File: src/rtl/package_param.sv
// rtl/package_param.sv - op classes and RV32I opcodes shared by the writer and the control unit
package package_param;

  typedef enum logic [3:0] {
    OP_R  = 4'd0,
    OP_I  = 4'd1,
    OP_IL = 4'd2,
    OP_S  = 4'd3,
    OP_B  = 4'd4,
    OP_IJ = 4'd5,
    OP_II = 4'd6,
    OP_U1 = 4'd7,
    OP_U2 = 4'd8
  } op_class_e;

  localparam logic [6:0] RTYPE  = 7'b0110011;
  localparam logic [6:0] ITYPE  = 7'b0010011;
  localparam logic [6:0] ILTYPE = 7'b0000011;
  localparam logic [6:0] STYPE  = 7'b0100011;
  localparam logic [6:0] BTYPE  = 7'b1100011;
  localparam logic [6:0] IJTYPE = 7'b1101111;
  localparam logic [6:0] IITYPE = 7'b1100111;
  localparam logic [6:0] U1TYPE = 7'b0110111;
  localparam logic [6:0] U2TYPE = 7'b0010111;

  typedef enum logic [1:0] {
    S_IDLE = 2'd0,
    S_RUN  = 2'd1,
    S_DONE = 2'd2,
    S_ERR  = 2'd3
  } wr_state_e;

endpackage

File: src/rtl/inst_encoder.sv
// rtl/inst_encoder.sv - combinational RV32I field-to-word encoder with illegal-bundle flag
module inst_encoder
  import package_param::*;
(
  input  logic [3:0]  op_class,
  input  logic [2:0]  funct3,
  input  logic [6:0]  funct7,
  input  logic [4:0]  rd,
  input  logic [4:0]  rs1,
  input  logic [4:0]  rs2,
  input  logic [31:0] imm,
  output logic [31:0] word,
  output logic        illegal
);

  always_comb begin
    word    = '0;
    illegal = 1'b0;
    case (op_class)
      OP_R:  word = {funct7, rs2, rs1, funct3, rd, RTYPE};
      OP_I: begin
        // slli/srli/srai carry funct7 in the upper immediate bits
        if (funct3 == 3'b001 || funct3 == 3'b101)
          word = {funct7, imm[4:0], rs1, funct3, rd, ITYPE};
        else
          word = {imm[11:0], rs1, funct3, rd, ITYPE};
      end
      OP_IL: word = {imm[11:0], rs1, funct3, rd, ILTYPE};
      OP_S:  word = {imm[11:5], rs2, rs1, funct3, imm[4:0], STYPE};
      OP_B: begin
        word    = {imm[12], imm[10:5], rs2, rs1, funct3, imm[4:1], imm[11], BTYPE};
        illegal = (funct3 == 3'b010) || (funct3 == 3'b011) || imm[0];
      end
      OP_IJ: begin
        word    = {imm[20], imm[10:1], imm[11], imm[19:12], rd, IJTYPE};
        illegal = imm[0];
      end
      OP_II: word = {imm[11:0], rs1, 3'b000, rd, IITYPE};
      OP_U1: word = {imm[31:12], rd, U1TYPE};
      OP_U2: word = {imm[31:12], rd, U2TYPE};
      default: illegal = 1'b1;
    endcase
  end

endmodule

File: src/rtl/imem_program_writer.sv
// rtl/imem_program_writer.sv - session FSM that encodes accepted bundles and writes them to consecutive imem words
module imem_program_writer
  import package_param::*;
#(
  parameter int ADDR_W    = 11,
  parameter int BASE_ADDR = 0
) (
  input  logic              i_clk,
  input  logic              i_rst_n,
  input  logic              i_start,
  input  logic              i_valid,
  output logic              o_ready,
  input  logic [3:0]        i_op_class,
  input  logic [2:0]        i_funct3,
  input  logic [6:0]        i_funct7,
  input  logic [4:0]        i_rd,
  input  logic [4:0]        i_rs1,
  input  logic [4:0]        i_rs2,
  input  logic [31:0]       i_imm,
  input  logic              i_last,
  output logic              o_imem_wren,
  output logic [ADDR_W-1:0] o_imem_addr,
  output logic [31:0]       o_imem_wdata,
  output logic [ADDR_W:0]   o_count,
  output logic              o_busy,
  output logic              o_done,
  output logic              o_err
);

  wr_state_e         state;
  logic [ADDR_W-1:0] ptr;
  logic              full;
  logic [31:0]       enc_word;
  logic              enc_illegal;

  inst_encoder u_enc (
    .op_class (i_op_class),
    .funct3   (i_funct3),
    .funct7   (i_funct7),
    .rd       (i_rd),
    .rs1      (i_rs1),
    .rs2      (i_rs2),
    .imm      (i_imm),
    .word     (enc_word),
    .illegal  (enc_illegal)
  );

  assign o_ready = (state == S_RUN);
  assign o_busy  = (state == S_RUN) || (state == S_DONE);

  always_ff @(posedge i_clk or negedge i_rst_n) begin
    if (!i_rst_n) begin
      state        <= S_IDLE;
      ptr          <= ADDR_W'(BASE_ADDR);
      full         <= 1'b0;
      o_count      <= '0;
      o_imem_wren  <= 1'b0;
      o_imem_addr  <= '0;
      o_imem_wdata <= '0;
      o_done       <= 1'b0;
      o_err        <= 1'b0;
    end else begin
      o_imem_wren <= 1'b0;
      o_done      <= 1'b0;
      if (i_start) begin
        state   <= S_RUN;
        ptr     <= ADDR_W'(BASE_ADDR);
        full    <= 1'b0;
        o_count <= '0;
        o_err   <= 1'b0;
      end else begin
        case (state)
          S_RUN: begin
            if (i_valid) begin
              // full means the top address is already written; refuse rather than wrap
              if (enc_illegal || full) begin
                o_err <= 1'b1;
                state <= S_ERR;
              end else begin
                o_imem_wren  <= 1'b1;
                o_imem_addr  <= ptr;
                o_imem_wdata <= enc_word;
                ptr          <= ptr + 1'b1;
                o_count      <= o_count + 1'b1;
                if (ptr == '1) full <= 1'b1;
                if (i_last) begin
                  o_done <= 1'b1;
                  state  <= S_DONE;
                end
              end
            end
          end
          S_DONE:  state <= S_IDLE;
          default: ;
        endcase
      end
    end
  end

endmodule

File: config.mk
export PLATFORM = sky130hd
export DESIGN_NAME = imem_program_writer
export DESIGN_NICKNAME = d
export VERILOG_FILES = /design/src/rtl/package_param.sv /design/src/rtl/inst_encoder.sv /design/src/rtl/imem_program_writer.sv
export SDC_FILE = /design/constraint.sdc
export NUM_CORES = 1
export LEC_CHECK = 0
export ABC_AREA = 1
export CAP_MARGIN = 20
export CORE_ASPECT_RATIO = 1.5
export CORE_MARGIN = 2
export CORE_UTILIZATION = 45
export CTS_CLUSTER_DIAMETER = 80
export DETAILED_ROUTE_END_ITERATION = 8
export PLACE_DENSITY = 0.77
export SLEW_MARGIN = 20
export SYNTH_ARGS = -nofsm -noshare
export SYNTH_HDL_FRONTEND = slang
export SYNTH_SLANG_ARGS = --single-unit
File: constraint.sdc
create_clock -name i_clk -period 2.5 [get_ports i_clk]
set_input_delay 0.25 -clock i_clk [delete_from_list [all_inputs] [get_ports i_clk]]
set_output_delay 0.25 -clock i_clk [all_outputs]
set_load 0.03 [all_outputs]
==> results_dict.tcl <==
set metrics [dict create \
    run_status "completed" \
    num_vias 4558 \
    cts.clk_slew.worst_paths_ns 0.06 \
    post-route-util 0.6459 \
    finalCriticalPeriod_ns 1.993 \
    hold_path_startpoint "o_imem_wdata[14]" \
    synth.yosys.warnings 0 \
    total_switching_power_mw 1.755 \
    hold_path_class "flop to flop" \
    worst_hold_path.endpoint "o_imem_wdata[14]" \
    tightest_slew_ns 0.7680 \
    largest_fanout_of_any_net_on_the_critical_path 4 \
    synth.lib_cells_used.distinct 26 \
    drtAntennaViolNets 0 \
    detailedRoute.firstPassIterationCount 7 \
    timing.hold.worst_path_depth 2 \
    row_count 43 \
    setup.reg_to_reg.worst_slack_ns 0.59 \
    die_height_um 123.0 \
    first_global_vias 4513 \
    power_total_mw 4.667 \
    grt_max_degree 45 \
    synth_top_family_by_area "simple AND/OR/NAND/NOR gates" \
    worst_clock_skew_ns 0.006683 \
    comb_power_share 0.389 \
    syn_to_final_growth_pct 39.84 \
    cts-htree-levels 3 \
    viasPerCell 5.239 \
    internal_power_mw 2.912 \
    hold_violations 0 \
    yosys.area_share.adder 0.01178 \
    period_share 0.7972 \
    synthXorXnorAreaFrac 0.02061 \
    worstReg2RegEnd "ptr[1]" \
    diodes 0 \
    power_leakage_nw 3.032 \
    grtUsageTotal 0.2606 \
    route.detailed.drc 0 \
    seqPwrFrac 0.340 \
    maxCapViolations 0 \
    routedWlPerCell_um 14.81 \
    num_io_pins 126 \
    timing.critical_path.from_type "flop" \
    area_taken_by_multi_input_logic_gates_um2 2171 \
    synth_cells 626 \
    yosys.area_share.simple 0.3922 \
    top_area_cell_type_share_of_the_netlist_area 0.4181 \
    grt_antenna_before_repair 0 \
    syn_std_cell_area_um2 4249 \
    aggregate_negative_setup_slack_ns 0 \
    synth.largest_area_cell "sky130_fd_sc_hd__dfrtp_1" \
    tritoncts "done" \
    final_nets 824 \
    vdd_drop_max_mv 0.8545 \
    path_class "flop to output port" \
    dpl.hpwl_um 9630 \
    route.final.wire_length_um 12880 \
    setup-violations-final 0 \
    synth.ff_latch_count 71 \
    clock.fmax_mhz 501.7 \
    die_x_um 83.34 \
    worst_ep_required_time_ns 2.25 \
    global_route_wire_length_before_repair_um 21450 \
    cts.repair_timing.setup_buffer_count 0 \
    clockRootBuffer "sky130_fd_sc_hd__clkbuf_16" \
    avg_cell_area_syn_um2 6.788 \
    sw_frac_of_total 0.3761 \
    grt_overflow_total 0 \
    clock_insertion_delay_worst_skew_ns 0.34 \
    synth.net_count 696 \
    holdWs_ns 0.4789 \
    clkPwrFrac 0.271 \
    regArea_um2 1777 \
    r2r_cells 9 \
    fp.coreArea_um2 9200 \
    yosys-mux-area-fraction 0 \
    numPortBuffers 125 \
    cts_buffers 9 \
    r2r-start "state[1]" \
    power-per-cell-area_nw_per_um2 785.4 \
    ys_top_cells_by_area "sky130_fd_sc_hd__dfrtp_1 (42%), sky130_fd_sc_hd__nand2_1 (25%), sky130_fd_sc_hd__nand4_1 (4.6%), sky130_fd_sc_hd__nor2_1 (4.3%), sky130_fd_sc_hd__nand3_1 (4.2%)" \
    clockBufferDepth 2 \
    nFillCells 812 \
    design.die.area_um2 10250 \
    slew_headroom 0.4826 \
    synth_compound_gate_area_share 0.08628 \
    place_congestion 0.9195 \
    crit_arrival_ns 1.74 \
    final-max-slew-violation-count 0 \
    crit_path_capture_type "output port" \
    rsz0062_at_grt "false" \
    start_util 0.4619 \
    drive_above_1_share 0.05145 \
    synth_seq_area_share 0.4181 \
    drt_iter0_markers 317 \
    cts.sinks 71 \
]
-- area by class of cell --
class | count | share of cell area
timing repair buffer | 138 | 0.2308
clock buffer | 9 | 0.03790
multi-input combinational | 482 | 0.3653
sequential | 71 | 0.2990
clock inverter | 6 | 0.01053
tap | 112 | 0.02358
inverter | 52 | 0.03285
-- power groups by stage --
stage	logic [mW]	clock network [mW]	registers (mW)
6_report	1.81	1.27	1.59
5_1_grt	1.94	1.34	1.62
4_1_cts	1.82	1.29	1.59
3_5_place_dp	1.82	0	1.59
3_3_place_gp	1.80	0	1.60
2_1_floorplan	0.499	0	2.06
-- cells in the final DEF (no fill, tap or decap) --
master and n:
sky130_fd_sc_hd__xor2_1 7, sky130_fd_sc_hd__inv_1 47, sky130_fd_sc_hd__nand2_1 283, sky130_fd_sc_hd__o21ai_0 28
sky130_fd_sc_hd__nor2_1 49, sky130_fd_sc_hd__buf_4 10, sky130_fd_sc_hd__or2_1 1, sky130_fd_sc_hd__o211ai_1 1
sky130_fd_sc_hd__inv_2 5, sky130_fd_sc_hd__clkdlybuf4s50_1 124, sky130_fd_sc_hd__buf_2 1, sky130_fd_sc_hd__clkbuf_16 9
sky130_fd_sc_hd__nand3_1 36, sky130_fd_sc_hd__o21ai_2 1, sky130_fd_sc_hd__nand3_2 1, sky130_fd_sc_hd__dfrtp_1 71
sky130_fd_sc_hd__a21boi_0 19, sky130_fd_sc_hd__nand4_1 31, sky130_fd_sc_hd__o21bai_1 1, sky130_fd_sc_hd__nor2_2 3
sky130_fd_sc_hd__buf_12 2, sky130_fd_sc_hd__nor3_1 1, sky130_fd_sc_hd__clkinv_2 3, sky130_fd_sc_hd__bufinv_16 1
sky130_fd_sc_hd__clkinv_4 2, sky130_fd_sc_hd__dlygate4sd3_1 1, sky130_fd_sc_hd__a21oi_1 12, sky130_fd_sc_hd__xnor2_1 3
sky130_fd_sc_hd__nand2_2 1, sky130_fd_sc_hd__ha_1 4
-- flip-flops by register name (all words and copies together) (netlist names) --
register / flops
o_imem_wdata: 31
o_count: 12
o_imem_addr: 11
ptr: 11
state: 2
full: 1
o_done: 1
o_err: 1
o_imem_wren: 1
-- worst max-delay path by stage --
stage | startpoint | cells past startpoint | to
floorplan | state[1] | 10 | o_count[0]
global placement | i_op_class[0] | 10 | o_imem_wdata[26]
detailed placement | i_op_class[0] | 10 | o_imem_wdata[26]
CTS | state[0] | 4 | o_busy
global route | state[1] | 9 | ptr[0]
finish | state[1] | 3 | o_ready
-- timing repair --
item | in CTS | in global routing
hold buffers | 1 | 0
endpoints found under the hold margin | 27 | 0
gates resized for setup | 0 | 0
-- worst max-delay path, stage by stage, from the launching register on --
cell and delay (ns):
sky130_fd_sc_hd__dfrtp_1 0.41, sky130_fd_sc_hd__inv_1 0.08, sky130_fd_sc_hd__ha_1 0.21, sky130_fd_sc_hd__clkdlybuf4s50_1 0.71
-- layer usage --
metal,vias to the layer above,routed length (um),part of all wire,track usage
li1,2251,-,-,-
met1,2089,5047,0.39,0.2980
met2,183,6654,0.52,0.4728
met3,35,781,0.061,0.05474
met4,0,398,0.031,0.1086
met5,-,0,0,0
-- through the flow --
| step | cells | instance area, um^2 | setup WS [ns] |
|---|---|---|---|
| finish | 870 | 5942 | 0.5069 |
| global route | 870 | 5942 | 0.4035 |
| CTS | 870 | 5942 | 0.4878 |
| detailed placement | 854 | 5644 | 0.2631 |
| global placement | 854 | 5644 | 0.2627 |
| floorplan | 626 | 4249 | 0.8305 |
-- synth_stat cells, drive strengths merged --
cell type and number:
nand2 284, dfrtp 71, inv 52, nor2 52, nand3 37, nand4 31
o21ai 29, a21boi 19, buf 13, a21oi 12, clkbuf 8, xor2 7
ha 4, xnor2 3, nor3 1, o211ai 1, o21bai 1, or2 1
-- logic make-up after synthesis --
| kind of cell | Yosys count |
|---|---|
| AND/OR/NAND/NOR | 406 |
| flip-flops | 71 |
| AO/OA/AOI/OAI | 62 |
| buffers and inverters | 73 |
| adder cells (fa/ha/maj) | 4 |
| XOR/XNOR | 10 |
(Power assumes the default switching activity.)
